--- src/rtl/dec_scan.sv ---
// Registered binary-to-one-hot decoder with enable, load strobe and optional scan mode.
// Define DEC_SCAN_EN to build the self-running scan FSM; otherwise direct decode only.
module dec_scan #(
  parameter int unsigned SEL_W   = 2,
  parameter int unsigned DWELL_W = 4
) (
  input  logic                  clk_i,
  input  logic                  rst_i,
  input  logic                  en_i,
  input  logic                  load_i,
  input  logic [SEL_W-1:0]      sel_i,
  input  logic                  scan_start_i,
  input  logic [DWELL_W-1:0]    dwell_i,
  output logic [(2**SEL_W)-1:0] out_o,
  output logic                  busy_o,
  output logic                  done_o
);

  localparam int unsigned OUT_W = 2 ** SEL_W;
  localparam logic [0:0]  IDLE  = 1'b0;
`ifdef DEC_SCAN_EN
  localparam int unsigned IDX_W = SEL_W + 1;
  localparam logic [0:0]  SCAN  = 1'b1;
`endif

  logic [0:0]       state_q, state_d;
  logic [SEL_W-1:0] code_q, code_d;
  logic             vld_q, vld_d;
  logic [OUT_W-1:0] out_q, out_d;
  logic             busy_q, busy_d;
  logic             done_q, done_d;

`ifdef DEC_SCAN_EN
  // idx reaching OUT_W marks the closing cycle that emits done.
  logic [IDX_W-1:0]   idx_q, idx_d;
  logic [DWELL_W-1:0] cnt_q, cnt_d;
  logic [DWELL_W-1:0] dw_q, dw_d;
`else
  logic unused_scan_c;
  assign unused_scan_c = ^{scan_start_i, dwell_i};
`endif

  always_ff @(posedge clk_i) begin
    if (rst_i) begin
      state_q <= IDLE;
      code_q  <= '0;
      vld_q   <= 1'b0;
      out_q   <= '0;
      busy_q  <= 1'b0;
      done_q  <= 1'b0;
`ifdef DEC_SCAN_EN
      idx_q   <= '0;
      cnt_q   <= '0;
      dw_q    <= '0;
`endif
    end else begin
      state_q <= state_d;
      code_q  <= code_d;
      vld_q   <= vld_d;
      out_q   <= out_d;
      busy_q  <= busy_d;
      done_q  <= done_d;
`ifdef DEC_SCAN_EN
      idx_q   <= idx_d;
      cnt_q   <= cnt_d;
      dw_q    <= dw_d;
`endif
    end
  end

  always_comb begin
    state_d = state_q;
    code_d  = code_q;
    vld_d   = vld_q;
    out_d   = '0;
    busy_d  = 1'b0;
    done_d  = 1'b0;
`ifdef DEC_SCAN_EN
    idx_d   = idx_q;
    cnt_d   = cnt_q;
    dw_d    = dw_q;
`endif
    case (state_q)
      IDLE: begin
        // load has priority over scan_start
        if (load_i) begin
          code_d = sel_i;
          vld_d  = 1'b1;
        end
`ifdef DEC_SCAN_EN
        else if (scan_start_i) begin
          dw_d    = (dwell_i == '0) ? DWELL_W'(1) : dwell_i;
          idx_d   = '0;
          cnt_d   = '0;
          state_d = SCAN;
        end
`endif
        if (en_i && vld_d) out_d = OUT_W'(1) << code_d;
      end
`ifdef DEC_SCAN_EN
      SCAN: begin
        busy_d = 1'b1;
        if (en_i) begin
          if (idx_q == IDX_W'(OUT_W)) begin
            busy_d  = 1'b0;
            done_d  = 1'b1;
            state_d = IDLE;
            code_d  = '0;
            vld_d   = 1'b0;
            idx_d   = '0;
          end else begin
            out_d = OUT_W'(1) << idx_q[SEL_W-1:0];
            if (cnt_q == dw_q - DWELL_W'(1)) begin
              cnt_d = '0;
              idx_d = idx_q + IDX_W'(1);
            end else begin
              cnt_d = cnt_q + DWELL_W'(1);
            end
          end
        end
      end
`endif
      default: state_d = IDLE;
    endcase
  end

  assign out_o  = out_q;
  assign busy_o = busy_q;
  assign done_o = done_q;

endmodule

--- config.mk ---
export PLATFORM = sky130hd
export DESIGN_NAME = dec_scan
export DESIGN_NICKNAME = d
export VERILOG_FILES = /design/src/rtl/dec_scan.sv
export SDC_FILE = /design/constraint.sdc
export NUM_CORES = 1
export LEC_CHECK = 0
export ABC_CLOCK_PERIOD_IN_PS = 3030
export CELL_PAD_IN_SITES_DETAIL_PLACEMENT = 0
export CELL_PAD_IN_SITES_GLOBAL_PLACEMENT = 1
export CORE_AREA = 2 2 39 41
export DETAILED_ROUTE_END_ITERATION = 8
export DIE_AREA = 0 0 41 43
export PLACE_DENSITY = 0.74
export RECOVER_POWER = 25
export SYNTH_ARGS = -nofsm -noshare
export SYNTH_HDL_FRONTEND = slang
export SYNTH_SLANG_ARGS = --single-unit
--- constraint.sdc ---
create_clock -name clk_i -period 3.03 [get_ports clk_i]
set_input_delay 0.7575 -clock clk_i [delete_from_list [all_inputs] [get_ports clk_i]]
set_output_delay 0.7575 -clock clk_i [all_outputs]
set_load 0.03 [all_outputs]
# --- After elaboration in Yosys (flattened, before gate mapping) ---
# Cells that the tools add are included.
totals:
  elab_cells: 9
  reg_bits: 7
  output_inout_bits: 6
  input_bits: 11
op_classes:
  n_bitwise: 1
  n_mux: 2
  n_reduce_logical: 2
  shift: 1
op_table:
  columns: ["operator", "count"]
  rows:
  - ["$shl 1x2->4 const A", 1]
  - ["$mux 2", 1]
  - ["$reduce_or 2->1", 1]
  - ["$logic_and 1x1->1", 1]
  - ["$mux 1", 1]
  - ["$not 1->1", 1]

# --- Logic depth before layout (Yosys ltp) ---
# Gate-level depths: netlist (run 1).
logic_depth:
  word_depth: 4
  mapped_depth: 3
  depth_no_buf: 2

# --- Worst setup path after synthesis (run 1) ---
# OpenSTA, ideal clock, no wires.
synth_path:
  kind: "input-to-reg"
  from: "input load_i"
  to: "register out_q[0], in the netlist out_o[0]"
  setup_ns: 0.086
  n_path_buf: 1
  t_required_ns: 2.944
  path_slack_ns: 1.517
  path_stages: 3
  t_arrival_ns: 1.427
  cell_sequence: "buf_6 or3b_1 a211oi_1"
synth_via:
  elab_chain_len: 4
  word_cells_on_any_way: 6
  classes_between: "shift (1); mux (2); bitwise (1); reduce/logical (2)"
synth_lines:
  columns: ["item", "line", "text"]
  rows:
  - ["start: declaration", "10", "input logic load_i,"]
  - ["$mux 1", "86", "if (load_i) begin"]
  - ["$logic_and 1x1->1", "98", "if (en_i && vld_d) out_d = OUT_W'(1) << code_d;"]
  - ["$not 1->1 (no line)", null, null]
  - ["$reduce_or 2->1 (no line)", null, null]
  - ["end signal: assignment", "60", "out_q <= out_d;"]
  - ["end: declaration", "29", "logic [OUT_W-1:0] out_q, out_d;"]
# Parallel ways exist; a longest one is shown, timed or not.
# A chain may end at the register's enable or synchronous reset.

# --- Worst setup path in the final report (run 1) ---
layout_path:
  from: "register out_q[2], in the netlist out_o[2]"
  to: "output out_o[2]"
layout_lines:
  columns: ["item", "line", "text"]
  rows:
  - ["end: declaration", "14", "output logic [(2**SEL_W)-1:0] out_o,"]
# No word-level cell between the ends.

==> results of run 1 <==
[through the flow]
stage          hold slack (ps)  power, mW  setup WS (ps)
6_report                   481      0.206           1070
5_1_grt                    526      0.219           1020
4_1_cts                    485      0.211           1050
3_5_place_dp               477      0.126            971
3_3_place_gp               466      0.125            969
2_1_floorplan              446      0.118           1520
[logic make-up (layout without fill, tap and decap cells)]
family,after synthesis,after routing,share of synthesized area [%]
buf+inv,3,13,9.46
flops,7,7,50.4
compound gates,5,5,12.6
mux,2,2,7.66
simple gates,9,9,18.5
other cells,1,2,1.35
[placed cells by master (no fill, tap or decap), drive strengths merged]
cell           instances
clkdlybuf4s50          8
dfxtp                  7
a211oi                 4
clkbuf                 4
nor2                   3
nand2b                 2
conb                   2
nand2                  1
a21oi                  1
nand3b                 1
mux2i                  1
or2b                   1
or3b                   1
mux2                   1
dlygate4sd3            1
[power by group]
part / total [mW] / internal, mW / switching [mW]
combinational: 0.0258 / 0.0123 / 0.0135
sequential: 0.0976 / 0.0960 / 0.00161
clock: 0.0829 / 0.0501 / 0.0328
[cell type report]
class	count	area, sq um
Multi-Input combinational cell	18	115
Tap cell	16	20.0
Clock buffer	4	26.3
Timing Repair Buffer	9	90.1
Sequential cell	7	140
Fill cell	154	992
[Yosys cell counts, drive strengths merged]
cell type | n | share of area, %
mux2i | 1 | 3.6
a211oi | 4 | 11
nand2b | 2 | 4.5
nand3b | 1 | 2.7
a21oi | 1 | 1.8
mux2 | 1 | 4.1
conb | 1 | 1.4
or2b | 1 | 2.7
nand2 | 1 | 1.4
or3b | 1 | 3.2
dfxtp | 7 | 50
buf | 3 | 9.5
nor2 | 3 | 4.1
[state kept, by name (all words and copies together), names as in the netlist]
signal	count
vld_q	1
code_q	2
out_o	4
[per-layer routing]
metal,wire length [um],vias up
li1,-,113
met1,186,95
met2,190,11
met3,51,0
met4,0,0
met5,0,-
[path summary, 6_finish.rpt]
path,startpoint,to,cells past startpoint,slack (ps)
hold reg to reg,vld_q$_SDFF_PP0_,vld_q$_SDFF_PP0_,2,480
setup / recovery,out_o[2]$_SDFF_PP0_,out_o[2],1,1070
hold / removal,vld_q$_SDFF_PP0_,vld_q$_SDFF_PP0_,2,480
setup reg to reg,vld_q$_SDFF_PP0_,out_o[1]$_SDFF_PP0_,2,2000
==> out/metrics.cfg, run 1 <==
[route]
drt_iter0_drc = 2
route.detailed.wl_per_inst_um = 7.93
dr_total_vias = 219
drc = 0
totalWireLength_um = 428
dr.pass1.iters = 2
ant_nets = 0
viasPerCell = 4.06

[clock_tree]
post_cts_buffers = 0
htree_levels = 1
cts_made_buffers = 3
clockBufferDepth = 2
cts_tree = done
worstSkewPairLatency_ps = 250
cts_root_buffer = clkbuf_4
clk_pin_slew_worst_paths_ps = 50
cts-hold-fix-buffers = 0
cts_resized = 0
cts.sinks = 7

[synth]
synth.avg_cell_area_sq_um = 10.3
yosysUniqueCellTypes = 14
yosysSeqAreaShare_pct = 50.5
syn_area_sq_um = 278
netlist_instances = 27
synth_warnings = 0
synth_seq_cells = 7

[critical_path]
cp-start-kind = register
crit_buf_inv = 1
cp.arrival_ps = 1210
cp.required_ps = 2270
slowest_delay_ps = 660
crit_family = buffers and inverters
worstSetupPathType = register to primary output
cp_slowest_cell = clkdlybuf4s50_1
critPathCaptureType = primary output
path_cells = clkdlybuf4s50_1
crit_fanout = 1

[place]
dpl.cell_count = 50
dp_hpwl_um = 362
portBuffers = 9
placed_area_sq_um = 365
gp_congestion = 0.671

[die]
initial_core_util_pct = 20.1
ios = 17
dieArea_sq_mm = 0.00176
core_area_sq_mm = 0.00138
core.rowCount = 14
fp.dieH_um = 43
die_x_um = 41

[worst_hold_path]
min_path_type = register to register

[grt]
track_usage_pct = 6.44
gr-usage-met1_pct = 6.80
grt_pass1_wl_um = 676
antenna_found_initial = 0
grt_overflow = 0
gr-max-usage-layer = met3
grt_max_degree = 9
grtUsageMet3_pct = 7.85
met2_usage_pct = 7.81
grt_pass1_vias = 174

[timing]
setup-tns-final_ps = 0
max_freq_ghz = 0.509
clock_skew_ps = 5.83
min_period_ps = 1960
setup_violations = 0
fin_crit_sh_pct = 64.8
rsz0062_at_grt = no
final_max_slew_viol_count = 0
final-hold-violation-count = 0

[cells_and_area]
stdcell_area_sq_um = 392
n_antenna_cell = 0
final_util_pct = 28.3
nNetsFinal = 50
final_cells = 54
syn_to_final_growth_pct = 41.0
layout-drive-gt1-share_pct = 10.5

[pwr]
powerDensity_mw_per_mm2 = 527
total_leakage_power_nw = 0.145
ir_worst_vdd_uv = 258

[run]
maxCapViolations = 0

[run_status]
outcome = completed

Note: power is estimated with default switching activity, not from simulation.
==> run 2: changes to the inputs <==
==> config.mk (replaced) <==
export PLATFORM = sky130hd
export DESIGN_NAME = dec_scan
export DESIGN_NICKNAME = d
export VERILOG_FILES = /design/src/rtl/dec_scan.sv
export SDC_FILE = /design/constraint.sdc
export NUM_CORES = 1
export LEC_CHECK = 0
export ABC_CLOCK_PERIOD_IN_PS = 1610
export CELL_PAD_IN_SITES_DETAIL_PLACEMENT = 0
export CELL_PAD_IN_SITES_GLOBAL_PLACEMENT = 1
export CORE_UTILIZATION = 21
export DETAILED_ROUTE_END_ITERATION = 8
export PLACE_DENSITY = 0.76
export RECOVER_POWER = 25
export SYNTH_ARGS = -nofsm -noshare
export SYNTH_HDL_FRONTEND = slang
export SYNTH_SLANG_ARGS = --single-unit
==> constraint.sdc (replaced) <==
create_clock -name clk_i -period 1.61 [get_ports clk_i]
set_input_delay 0.4025 -clock clk_i [delete_from_list [all_inputs] [get_ports clk_i]]
set_output_delay 0.4025 -clock clk_i [all_outputs]
set_load 0.03 [all_outputs]
==> out/metrics.cfg, run 2 (synthesis gave the netlist of run 1 again) <==
[run_status]
outcome = completed

[cells_and_area]
final_common_cell = dfxtp_1
multi_input_area_sq_um = 115
syn_to_final_growth_pct = 46.4
nNetsFinal = 53
final_cell_mix = dfxtp_1 (7), clkdlybuf4s50_1 (5), a211oi_1 (4), clkbuf_4 (4), dlygate4sd2_1 (4)
fillCellCount = 123
largest_reg_flops = 4
layout-drive-gt1-share_pct = 17.1
final_cells = 55
final_util_pct = 34.7
regArea_sq_um = 140
n_antenna_cell = 0

[timing]
rsz0062_at_grt = no
whs_ps = 478
min_period_ps = 1440
clock_skew_ps = 3.96
final_max_slew_viol_count = 0
max_freq_ghz = 0.694
final-hold-violation-count = 0
fin_crit_sh_pct = 89.5
worst_slack_ps = 169
setup_violations = 0

[clock_tree]
htree_levels = 1
worstSkewPairLatency_ps = 250
clk_pin_slew_worst_paths_ps = 50
cts_root_buffer = clkbuf_4
cts_tree = done
cts_made_buffers = 3
cts-hold-fix-buffers = 0
post_cts_buffers = 0
clockBufferDepth = 2
cts.sinks = 7

[die]
ios = 17
fp.dieH_um = 38.4
core.rowCount = 12
initial_core_util_pct = 23.7
dieArea_sq_mm = 0.00147
core_area_sq_mm = 0.00117
die_x_um = 38.4

[grt]
grt_pass1_wl_um = 979
track_usage_pct = 11.2
grt_pass1_vias = 231
grt_overflow = 0
grt_max_degree = 6
antenna_found_initial = 0

[place]
dp_slack_ps = -97.6
dpl.cell_count = 51
portBuffers = 9
gp_congestion = 0.644

[route]
route.detailed.wl_per_inst_um = 10.3
dr.pass1.iters = 4
dr_total_vias = 234
viasPerCell = 4.25
ant_nets = 0
totalWireLength_um = 567
drt_iter0_drc = 1
drc = 0

[worst_hold_path]
min_path_type = register to register
whs_path_depth = 2

[critical_path]
regToRegSetupSlack_ps = 540
r2r_end = out_o[1]$_SDFF_PP0_
crit_fanout = 5
cp-start-kind = input pin
cp.arrival_ps = 1600
r2r_cells = 2
cp.required_ps = 1770
r2r_start = code_q[1]$_SDFF_PP0_
critPathCaptureType = register
critPathCapture = out_o[1]$_SDFF_PP0_
startpoint = load_i
worstSetupPathType = input pin to register

[pwr]
ir_worst_vdd_uv = 460
total_leakage_power_nw = 0.177
powerDensity_mw_per_mm2 = 979
finalPower_uw = 398

[run]
maxCapViolations = 0

## run 2: cell types whose count changed in the layout (fill, tap and decap cells not counted), sizes merged
cell / delta
dlygate4sd2: +4
clkdlybuf4s50: -3
buf: +2
clkbuf: +1
dlygate4sd3: -1
## run 2: cell type report
class                      instances  share of cell area [%]
sequential                         7                    34.5
timing repair buffer              12                    26.5
multi-input combinational         18                    28.3
clock buffer                       4                    6.46
tap                               14                    4.31
## run 2: power by group
| part | internal [mW] | switching [mW] |
|---|---|---|
| Clock | 0.0947 | 0.0661 |
| Sequential | 0.181 | 0.00341 |
| Combinational | 0.0264 | 0.0272 |
## run 2: critical path, cell delays in order
cell and delay [ps]:
clkdlybuf4s50_1 550, clkbuf_4 160, or2b_1 240, a211oi_1 240
## run 2: per-layer routing
metal | up-vias | global-route usage [%] | wire, um
met5 | - | 0 | 0
met4 | 0 | 5.17 | 0
met3 | 0 | 10.5 | 53
met2 | 12 | 18.6 | 284
met1 | 107 | 8.74 | 228
li1 | 115 | - | -
## run 2: worst min path at each step
stage                          start                to  slack [ps]
floorplan           vld_q$_SDFF_PP0_  vld_q$_SDFF_PP0_         450
finish              vld_q$_SDFF_PP0_  vld_q$_SDFF_PP0_         480
global placement    vld_q$_SDFF_PP0_  vld_q$_SDFF_PP0_         470
detailed placement  vld_q$_SDFF_PP0_  vld_q$_SDFF_PP0_         470
CTS                 vld_q$_SDFF_PP0_  vld_q$_SDFF_PP0_         480
global route        vld_q$_SDFF_PP0_  vld_q$_SDFF_PP0_         490
## run 2: metrics by stage
step	setup TNS, ps	instance area [sq um]
after floorplan	0	282
after global placement	-15.8	385
after detailed placement	-181	385
after CTS	0	407
after global routing	0	407
final	0	407
## run 2: timing repair
action / 4_1_cts / 5_1_grt
endpoints found under the setup margin: 4 / 0
resized for setup: 4 / 0
hold endpoints to repair: 0 / 0
